==> config.mk <==
export PLATFORM = sky130hd
export DESIGN_NAME = nibble_serial_sub
export DESIGN_NICKNAME = d
export VERILOG_FILES = /design/src/rtl/nibble_serial_sub.sv
export SDC_FILE = /design/constraint.sdc
export NUM_CORES = 1
export LEC_CHECK = 0
export CORE_MARGIN = 10
export CORE_UTILIZATION = 40
export CTS_BUF_LIST = sky130_fd_sc_hd__clkbuf_4
export CTS_CLUSTER_DIAMETER = 100
export CTS_CLUSTER_SIZE = 28
export DETAILED_ROUTE_END_ITERATION = 7
export PLACE_DENSITY = 0.67
export SLEW_MARGIN = 20
export SYNTH_ARGS = -nofsm -noshare
export SYNTH_HDL_FRONTEND = slang
export SYNTH_SLANG_ARGS = --single-unit
==> constraint.sdc <==
create_clock -name clk -period 4.06 [get_ports clk]
set_clock_uncertainty 0.1 [all_clocks]
set_input_delay 0.406 -clock clk [delete_from_list [all_inputs] [get_ports clk]]
set_output_delay 0.406 -clock clk [all_outputs]
set_load 0.1 [all_outputs]
==> src/rtl/nibble_serial_sub.sv <==
// Multi-cycle WIDTH-bit subtractor/comparator: computes a - b one 4-bit group per clock
// using 4-bit carry-lookahead groups chained through a carry register.
module nibble_serial_sub #(
    parameter int unsigned WIDTH = 32
) (
    input  logic             clk,
    input  logic             rst,
    input  logic             in_valid,
    output logic             in_ready,
    input  logic [WIDTH-1:0] a,
    input  logic [WIDTH-1:0] b,
    output logic             out_valid,
    input  logic             out_ready,
    output logic [WIDTH-1:0] diff,
    output logic             borrow,
    output logic             ovf,
    output logic             zero,
    output logic             neg,
    output logic             lt_s,
    output logic             lt_u
);

    localparam int unsigned N  = WIDTH / 4;
    localparam int unsigned KW = (N > 1) ? $clog2(N) : 1;

    typedef enum logic [1:0] {
        S_IDLE = 2'd0,
        S_RUN  = 2'd1,
        S_DONE = 2'd2
    } state_t;

    state_t           r_state;
    state_t           w_state_nxt;
    logic             w_accept;
    logic             w_last;

    logic [WIDTH-1:0] r_areg;
    logic [WIDTH-1:0] r_breg;
    logic             r_c;
    logic [KW-1:0]    r_k;
    logic [WIDTH-1:0] r_diff;
    logic             r_in_ready;
    logic             r_out_valid;
    logic             r_borrow;
    logic             r_ovf;
    logic             r_zero;
    logic             r_neg;
    logic             r_lt_s;
    logic             r_lt_u;

    logic [3:0]       w_ga;
    logic [3:0]       w_gb;
    logic [3:0]       w_g;
    logic [3:0]       w_p;
    logic [3:0]       w_carry;
    logic             w_cout;
    logic [3:0]       w_sum;
    logic [WIDTH-1:0] w_diff_nxt;
    logic             w_ovf_nxt;
    logic             w_neg_nxt;

    // State register
    always_ff @(posedge clk or posedge rst) begin
        if (rst) begin
            r_state <= S_IDLE;
        end else begin
            r_state <= w_state_nxt;
        end
    end

    // Next-state logic and control strobes
    always_comb begin
        w_state_nxt = r_state;
        w_accept    = 1'b0;
        w_last      = 1'b0;
        case (r_state)
            S_IDLE: begin
                if (in_valid) begin
                    w_accept    = 1'b1;
                    w_state_nxt = S_RUN;
                end
            end
            S_RUN: begin
                if (r_k == KW'(N - 1)) begin
                    w_last      = 1'b1;
                    w_state_nxt = S_DONE;
                end
            end
            S_DONE: begin
                if (out_ready) begin
                    w_state_nxt = S_IDLE;
                end
            end
            default: begin
                w_state_nxt = S_IDLE;
            end
        endcase
    end

    // Current group: generate/propagate and 4-bit lookahead carries
    always_comb begin
        w_ga       = r_areg[{r_k, 2'b00} +: 4];
        w_gb       = r_breg[{r_k, 2'b00} +: 4];
        w_g        = w_ga & w_gb;
        w_p        = w_ga ^ w_gb;
        w_carry[0] = r_c;
        w_carry[1] = w_g[0] | (w_p[0] & r_c);
        w_carry[2] = w_g[1] | (w_g[0] & w_p[1]) | (r_c & w_p[0] & w_p[1]);
        w_carry[3] = w_g[2] | (w_g[1] & w_p[2]) | (w_g[0] & w_p[1] & w_p[2])
                   | (r_c & w_p[0] & w_p[1] & w_p[2]);
        w_cout     = w_g[3] | (w_g[2] & w_p[3]) | (w_g[1] & w_p[2] & w_p[3])
                   | (w_g[0] & w_p[1] & w_p[2] & w_p[3])
                   | (r_c & w_p[0] & w_p[1] & w_p[2] & w_p[3]);
        w_sum      = w_p ^ w_carry;
        w_diff_nxt = r_diff;
        w_diff_nxt[{r_k, 2'b00} +: 4] = w_sum;
        // On the last group, carry[3] is the carry into the MSB
        w_ovf_nxt  = w_carry[3] ^ w_cout;
        w_neg_nxt  = w_diff_nxt[WIDTH-1];
    end

    // Datapath, result and flag registers
    always_ff @(posedge clk or posedge rst) begin
        if (rst) begin
            r_areg      <= '0;
            r_breg      <= '0;
            r_c         <= 1'b0;
            r_k         <= '0;
            r_diff      <= '0;
            r_in_ready  <= 1'b1;
            r_out_valid <= 1'b0;
            r_borrow    <= 1'b0;
            r_ovf       <= 1'b0;
            r_zero      <= 1'b0;
            r_neg       <= 1'b0;
            r_lt_s      <= 1'b0;
            r_lt_u      <= 1'b0;
        end else begin
            r_in_ready  <= (w_state_nxt == S_IDLE);
            r_out_valid <= (w_state_nxt == S_DONE);
            if (w_accept) begin
                r_areg   <= a;
                r_breg   <= ~b;
                r_c      <= 1'b1;
                r_k      <= '0;
                r_diff   <= '0;
                r_borrow <= 1'b0;
                r_ovf    <= 1'b0;
                r_zero   <= 1'b0;
                r_neg    <= 1'b0;
                r_lt_s   <= 1'b0;
                r_lt_u   <= 1'b0;
            end else if (r_state == S_RUN) begin
                r_diff <= w_diff_nxt;
                r_c    <= w_cout;
                r_k    <= r_k + KW'(1);
                if (w_last) begin
                    r_borrow <= ~w_cout;
                    r_lt_u   <= ~w_cout;
                    r_ovf    <= w_ovf_nxt;
                    r_zero   <= (w_diff_nxt == '0);
                    r_neg    <= w_neg_nxt;
                    r_lt_s   <= w_neg_nxt ^ w_ovf_nxt;
                end
            end
        end
    end

    assign in_ready  = r_in_ready;
    assign out_valid = r_out_valid;
    assign diff      = r_diff;
    assign borrow    = r_borrow;
    assign ovf       = r_ovf;
    assign zero      = r_zero;
    assign neg       = r_neg;
    assign lt_s      = r_lt_s;
    assign lt_u      = r_lt_u;

endmodule
-- Word-level counts from Yosys, hierarchy flattened
Index checks and enable logic that the tools add are counted.
- word-level logic and storage cells: 86
- output and inout port bits: 40
- bits of input ports: 68
- register bits: 109
- add/sub/neg operators: 2
- reductions and logical operators: 6
- mux-type cells: 30
- shift operators: 4
- equal/unequal tests: 4
- bitwise logic cells: 27
- operator list (cell ; number):
    32-bit 2-to-1 mux ; 2
    32-bit by 6-bit variable part select with 4-bit output ; 2
    32-bit bitwise mux ; 1
    32-bit zero test ; 1
    32-bit inverter ; 1
    4-bit by 7-bit variable shift with 32-bit output, first input constant ; 1
    4-bit by 7-bit variable part select with 32-bit output ; 1
    1-bit 2-to-1 mux ; 21
    1-bit AND ; 10
    1-bit bitwise OR ; 10
    4-bit bitwise XOR ; 2
    5-bit negator with 7-bit output ; 1
    2-bit 2-to-1 mux ; 3
    3-bit 2-to-1 mux ; 2
    2-bit case mux with 3 select lines ; 1
    4-bit AND ; 1
    2-bit equality test, second input constant ; 2
    2-bit zero test ; 2
    2-bit nonzero test ; 2
    3-bit by 1-bit adder with 3-bit output, second input constant ; 1
    3-bit equality test, second input constant ; 1
    2-bit by 1-bit equality test with 1-bit output, second input constant ; 1
    2-bit AND reduction ; 1
    1-bit bitwise XOR ; 2
    1-bit inverter ; 1

-- Depth between registers and ports, before layout
- depth after elaboration: 13
- depth in mapped cells: 14
- mapped depth without buffers: 11

-- Worst setup path after synthesis
Ideal clock, no wire load.
- path kind: reg-to-reg
- start point: register r_k[0]
- end point: register r_zero (netlist: zero)
- arrival: 3831 ps
- stages on the path, launching flop included: 15
- setup time: 77 ps
- required time: 3883 ps
- setup slack: 52 ps
- clock period less this slack: 4008 ps
- path buffers: 3
- cell sequence: dfrtp_1 clkbuf_1 buf_2 buf_1 mux4_2 nand2_1 nand2_1 ha_1 ha_1 o21ai_0 and2_1 xnor2_1 a22o_1 or4_1 o21ai_1
- longest elaborated chain between the ends: 13
- elaborated cells between the ends (all ways): 30
- classes of those cells: add/sub (1); eq/ne (1); shift (4); mux (6); bitwise (15); reduce/logical (3)
- RTL lines (what ; RTL line ; source):
    start: declaration ; 40 ; logic [KW-1:0] r_k;
    start signal: assignment ; 156 ; r_k <= r_k + KW'(1);
    32-bit by 6-bit variable part select with 4-bit output, on equally long branches ; 102, 103 ;
    4-bit AND or 4-bit bitwise XOR (tied branches) ; 104, 105 ;
    1-bit AND, on equally long branches ; - ;
    1-bit bitwise OR (tied with other cells) ; 109 ; w_carry[3] = w_g[2] | (w_g[1] & w_p[2]) | (w_g[0] & w_p[1] & w_p[2])
    1-bit bitwise OR or 1-bit AND (tied branches) ; 109, 110 ;
    1-bit bitwise OR ; 110 ; | (r_c & w_p[0] & w_p[1] & w_p[2]);
    4-bit bitwise XOR ; 114 ; w_sum = w_p ^ w_carry;
    4-bit by 7-bit variable part select with 32-bit output ; 116 ; w_diff_nxt[{r_k, 2'b00} +: 4] = w_sum;
    32-bit bitwise mux ; 116 ;
    32-bit zero test ; 161 ; r_zero <= (w_diff_nxt == '0);
    1-bit 2-to-1 mux ; 157 ; if (w_last) begin
    1-bit 2-to-1 mux ; 153 ; end else if (r_state == S_RUN) begin
    1-bit 2-to-1 mux ; 141 ; if (w_accept) begin
    end signal: assignment ; 161 ;
    end: declaration ; 46 ; logic r_zero;
Parallel ways exist; a longest one is shown, timed or not. The select of a mux whose other input is x is not followed.
A chain may end at the register's enable or synchronous reset.

-- Worst setup path after layout
Same ends and word-level chain as after synthesis.

==> flow_summary.yaml <==
synth:
  synthXorXnorAreaFrac: 0.00999
  yosysMostFrequentCell: "dfrtp_1"
  synth.ff_latch_count: 109
  synth_mux_area_frac: 0.141
  avgSynthCellArea_um2: 10.8
  synth_compound_area_frac: 0.131
  syn-cell-area_um2: 5260
  synth_adder_area_share: 0.0324
  yosysSeqAreaShare: 0.519
  synthesis.nets: 566
  synth.distinct_cells: 57
  synthCells: 485
  synth_flop_cell: "dfrtp_1"
  yosys_warnings: 0
  yosys.area_share.simple: 0.143
  synth_top_family_by_area: "simple AND/OR/NAND/NOR gates"
  yosys-top-cells-area: "dfrtp_1, mux2_2, mux4_2, nand2_1, a21oi_1"
  synthArstFlopShare: 1.00
  synth-edff-count: 0
  synth_top_area_frac: 0.514
  synth_common_cells: "dfrtp_1, nand2_1, nor2_1"
  yosysTopAreaCell: "dfrtp_1"
critical_path:
  cp_max_fo: 22
  crit_path_cell_trace: "buf_4, mux4_2, nand2_1, nand2_1, ha_1, ha_1, o21ai_0, and2_1, xnor2_1, buf_4, a22o_1, or4_1, o21ai_1"
  required_ns: 4.39
  r2r_slack_ns: 0.46
  worst_path_max_delay_cell: "dfrtp_1"
  cp_data_arrival_time_ns: 3.93
  path_class: "reg -> reg"
  critPathTopFamily: "simple AND/OR/NAND/NOR gates"
  crit_path_start_kind: "flop"
  end_kind: "flop"
  worst-path-buf-inv: 2
  slowest_delay_ns: 0.58
cells_and_area:
  diodes: 0
  finalCoreUtilization: 0.522
  stdcell_area_um2: 6670
  finalNetCount: 673
  areaGrowthSynthToFinish_pct: 26.9
  drive_gt1_frac: 0.144
cts:
  cts_tree: "built"
  ctsHtreeMaxLevel: 3
  clock-sinks: 109
  cts_root_buf: "clkbuf_4"
  cts_hold_buf: 0
  cts_inserted_buffers: 9
  clk_latency_ns: 0.49
  cts_setup_buffers: 0
  clockBufferDepth: 2
  cts_resized: 0
  path_clk_slew_ns: 0.16
grt:
  grt_overflow: 0
  antenna_found_initial: 0
  grt_use_total: 0.160
  grt_max_degree: 99
  grt_pass1_wl_um: 22900
  first_global_vias: 4291
detailed_routing:
  drt_pre_antenna_iters: 4
  drcViolationCount: 0
  vias: 4117
  viasPerCell: 5.35
  finalWirelength_um: 14300
  top_layer: "met4"
  wl_met3_um: 930
  drt-wirelength-per-cell_um: 18.6
  drt_iter0_markers: 322
  ant_nets: 0
  wl_met1_um: 6220
  dr_wl_met2_um: 6810
min_path:
  min_path_type: "in -> async"
sta:
  rsz0062_at_grt: "no"
  finalSetupViolCount: 0
  fin_tns_setup_ns: 0
  fin_crit_sh: 0.886
  slew_headroom: 0.336
  drv_slew: 0
  max_slew.worst_pin.slew_ns: 0.992
  fmax_mhz: 278
  hold_violations: 0
  min_period_ns: 3.60
place:
  portBuffers: 107
  placed_cell_area_um2: 6560
  post-dp-hpwl_um: 11000
  gp_congestion: 0.922
status:
  status: "finished, final reports clean"
floorplan:
  coreArea_um2: 12800
  dieWidth_um: 135
  dieArea_um2: 18100
  pin_count: 108
  rows: 41
  die_height_um: 135
  start_util: 0.412
run:
  maxCapViolCount: 0
sequential cells by signal (all words and copies together), names as in the netlist:
| name | flops |
|---|---|
| r_k | 3 |
| r_c | 1 |
| r_state | 2 |
| zero | 1 |
| ovf | 1 |
| diff | 32 |
| r_breg | 32 |
| r_areg | 32 |
| borrow | 1 |
| in_ready | 1 |
| neg | 1 |
| out_valid | 1 |
| lt_s | 1 |
logic make-up after synthesis:
logic type,count (synthesis)
multiplexers,50
AO/OA/AOI/OAI,110
buffers and inverters,32
AND/OR/NAND/NOR,165
flip-flops,109
adder cells (fa/ha/maj),13
XOR/XNOR,6
worst paths after layout:
check,startpoint,endpoint,depth (start not counted)
min reg2reg,ovf,ovf,2
min in group clk,b[13],r_breg[13],2
max reg2reg,r_k[0],zero,13
max,r_k[0],zero,13
max in group asynchronous,rst,r_areg[31],3
min,rst,r_areg[17],2
per-layer routing:
metal	vias up	GRT usage
li1	1957	-
met1	2021	0.198
met2	118	0.257
met3	21	0.0438
met4	0	0.0665
met5	-	0
per-stage QoR:
step / std cells / worst slack [ns] / hold slack [ns]
final: 769 / 0.462 / 0.318
after global routing: 769 / 0.191 / 0.313
after CTS: 769 / 0.390 / 0.311
after detailed placement: 753 / 0.440 / 0.373
after global placement: 753 / 0.517 / 0.374
after floorplan: 485 / 0.0520 / 0.375
cell type report:
class,instances,area (um2)
timing repair buffer,121,1180
clock inverter,4,25.0
inverter,7,28.8
clock buffer,12,90.1
tap,172,215
sequential,109,2730
multi-input combinational,344,2410
fill,1154,6100
worst register-to-register path: stages (launching register included):
cell	delay (ns)
dfrtp_1	0.58
buf_4	0.35
mux4_2	0.33
nand2_1	0.09
nand2_1	0.12
ha_1	0.31
ha_1	0.19
o21ai_0	0.20
and2_1	0.19
xnor2_1	0.07
buf_4	0.15
a22o_1	0.20
or4_1	0.52
o21ai_1	0.13
cell usage in the layout, fill, tap and decap left out, types with 3 or more instances in the layout:
cell             count
nor2_1              51
a21oi_1             41
mux4_2              16
dfrtp_1            108
xor2_1               3
clkbuf_4            12
a22o_1               9
a32o_1               8
buf_4               14
clkdlybuf4s50_1    107
nor3_1               6
o21ai_0             31
ha_1                12
o22ai_1              3
nand2_1             77
nand4_1              3
inv_1                5
mux2_2              32
xnor2_1              3
and2_1               3
Power is not shown: default switching activity piles up to over one toggle a cycle in this logic, so the estimate is an artifact.
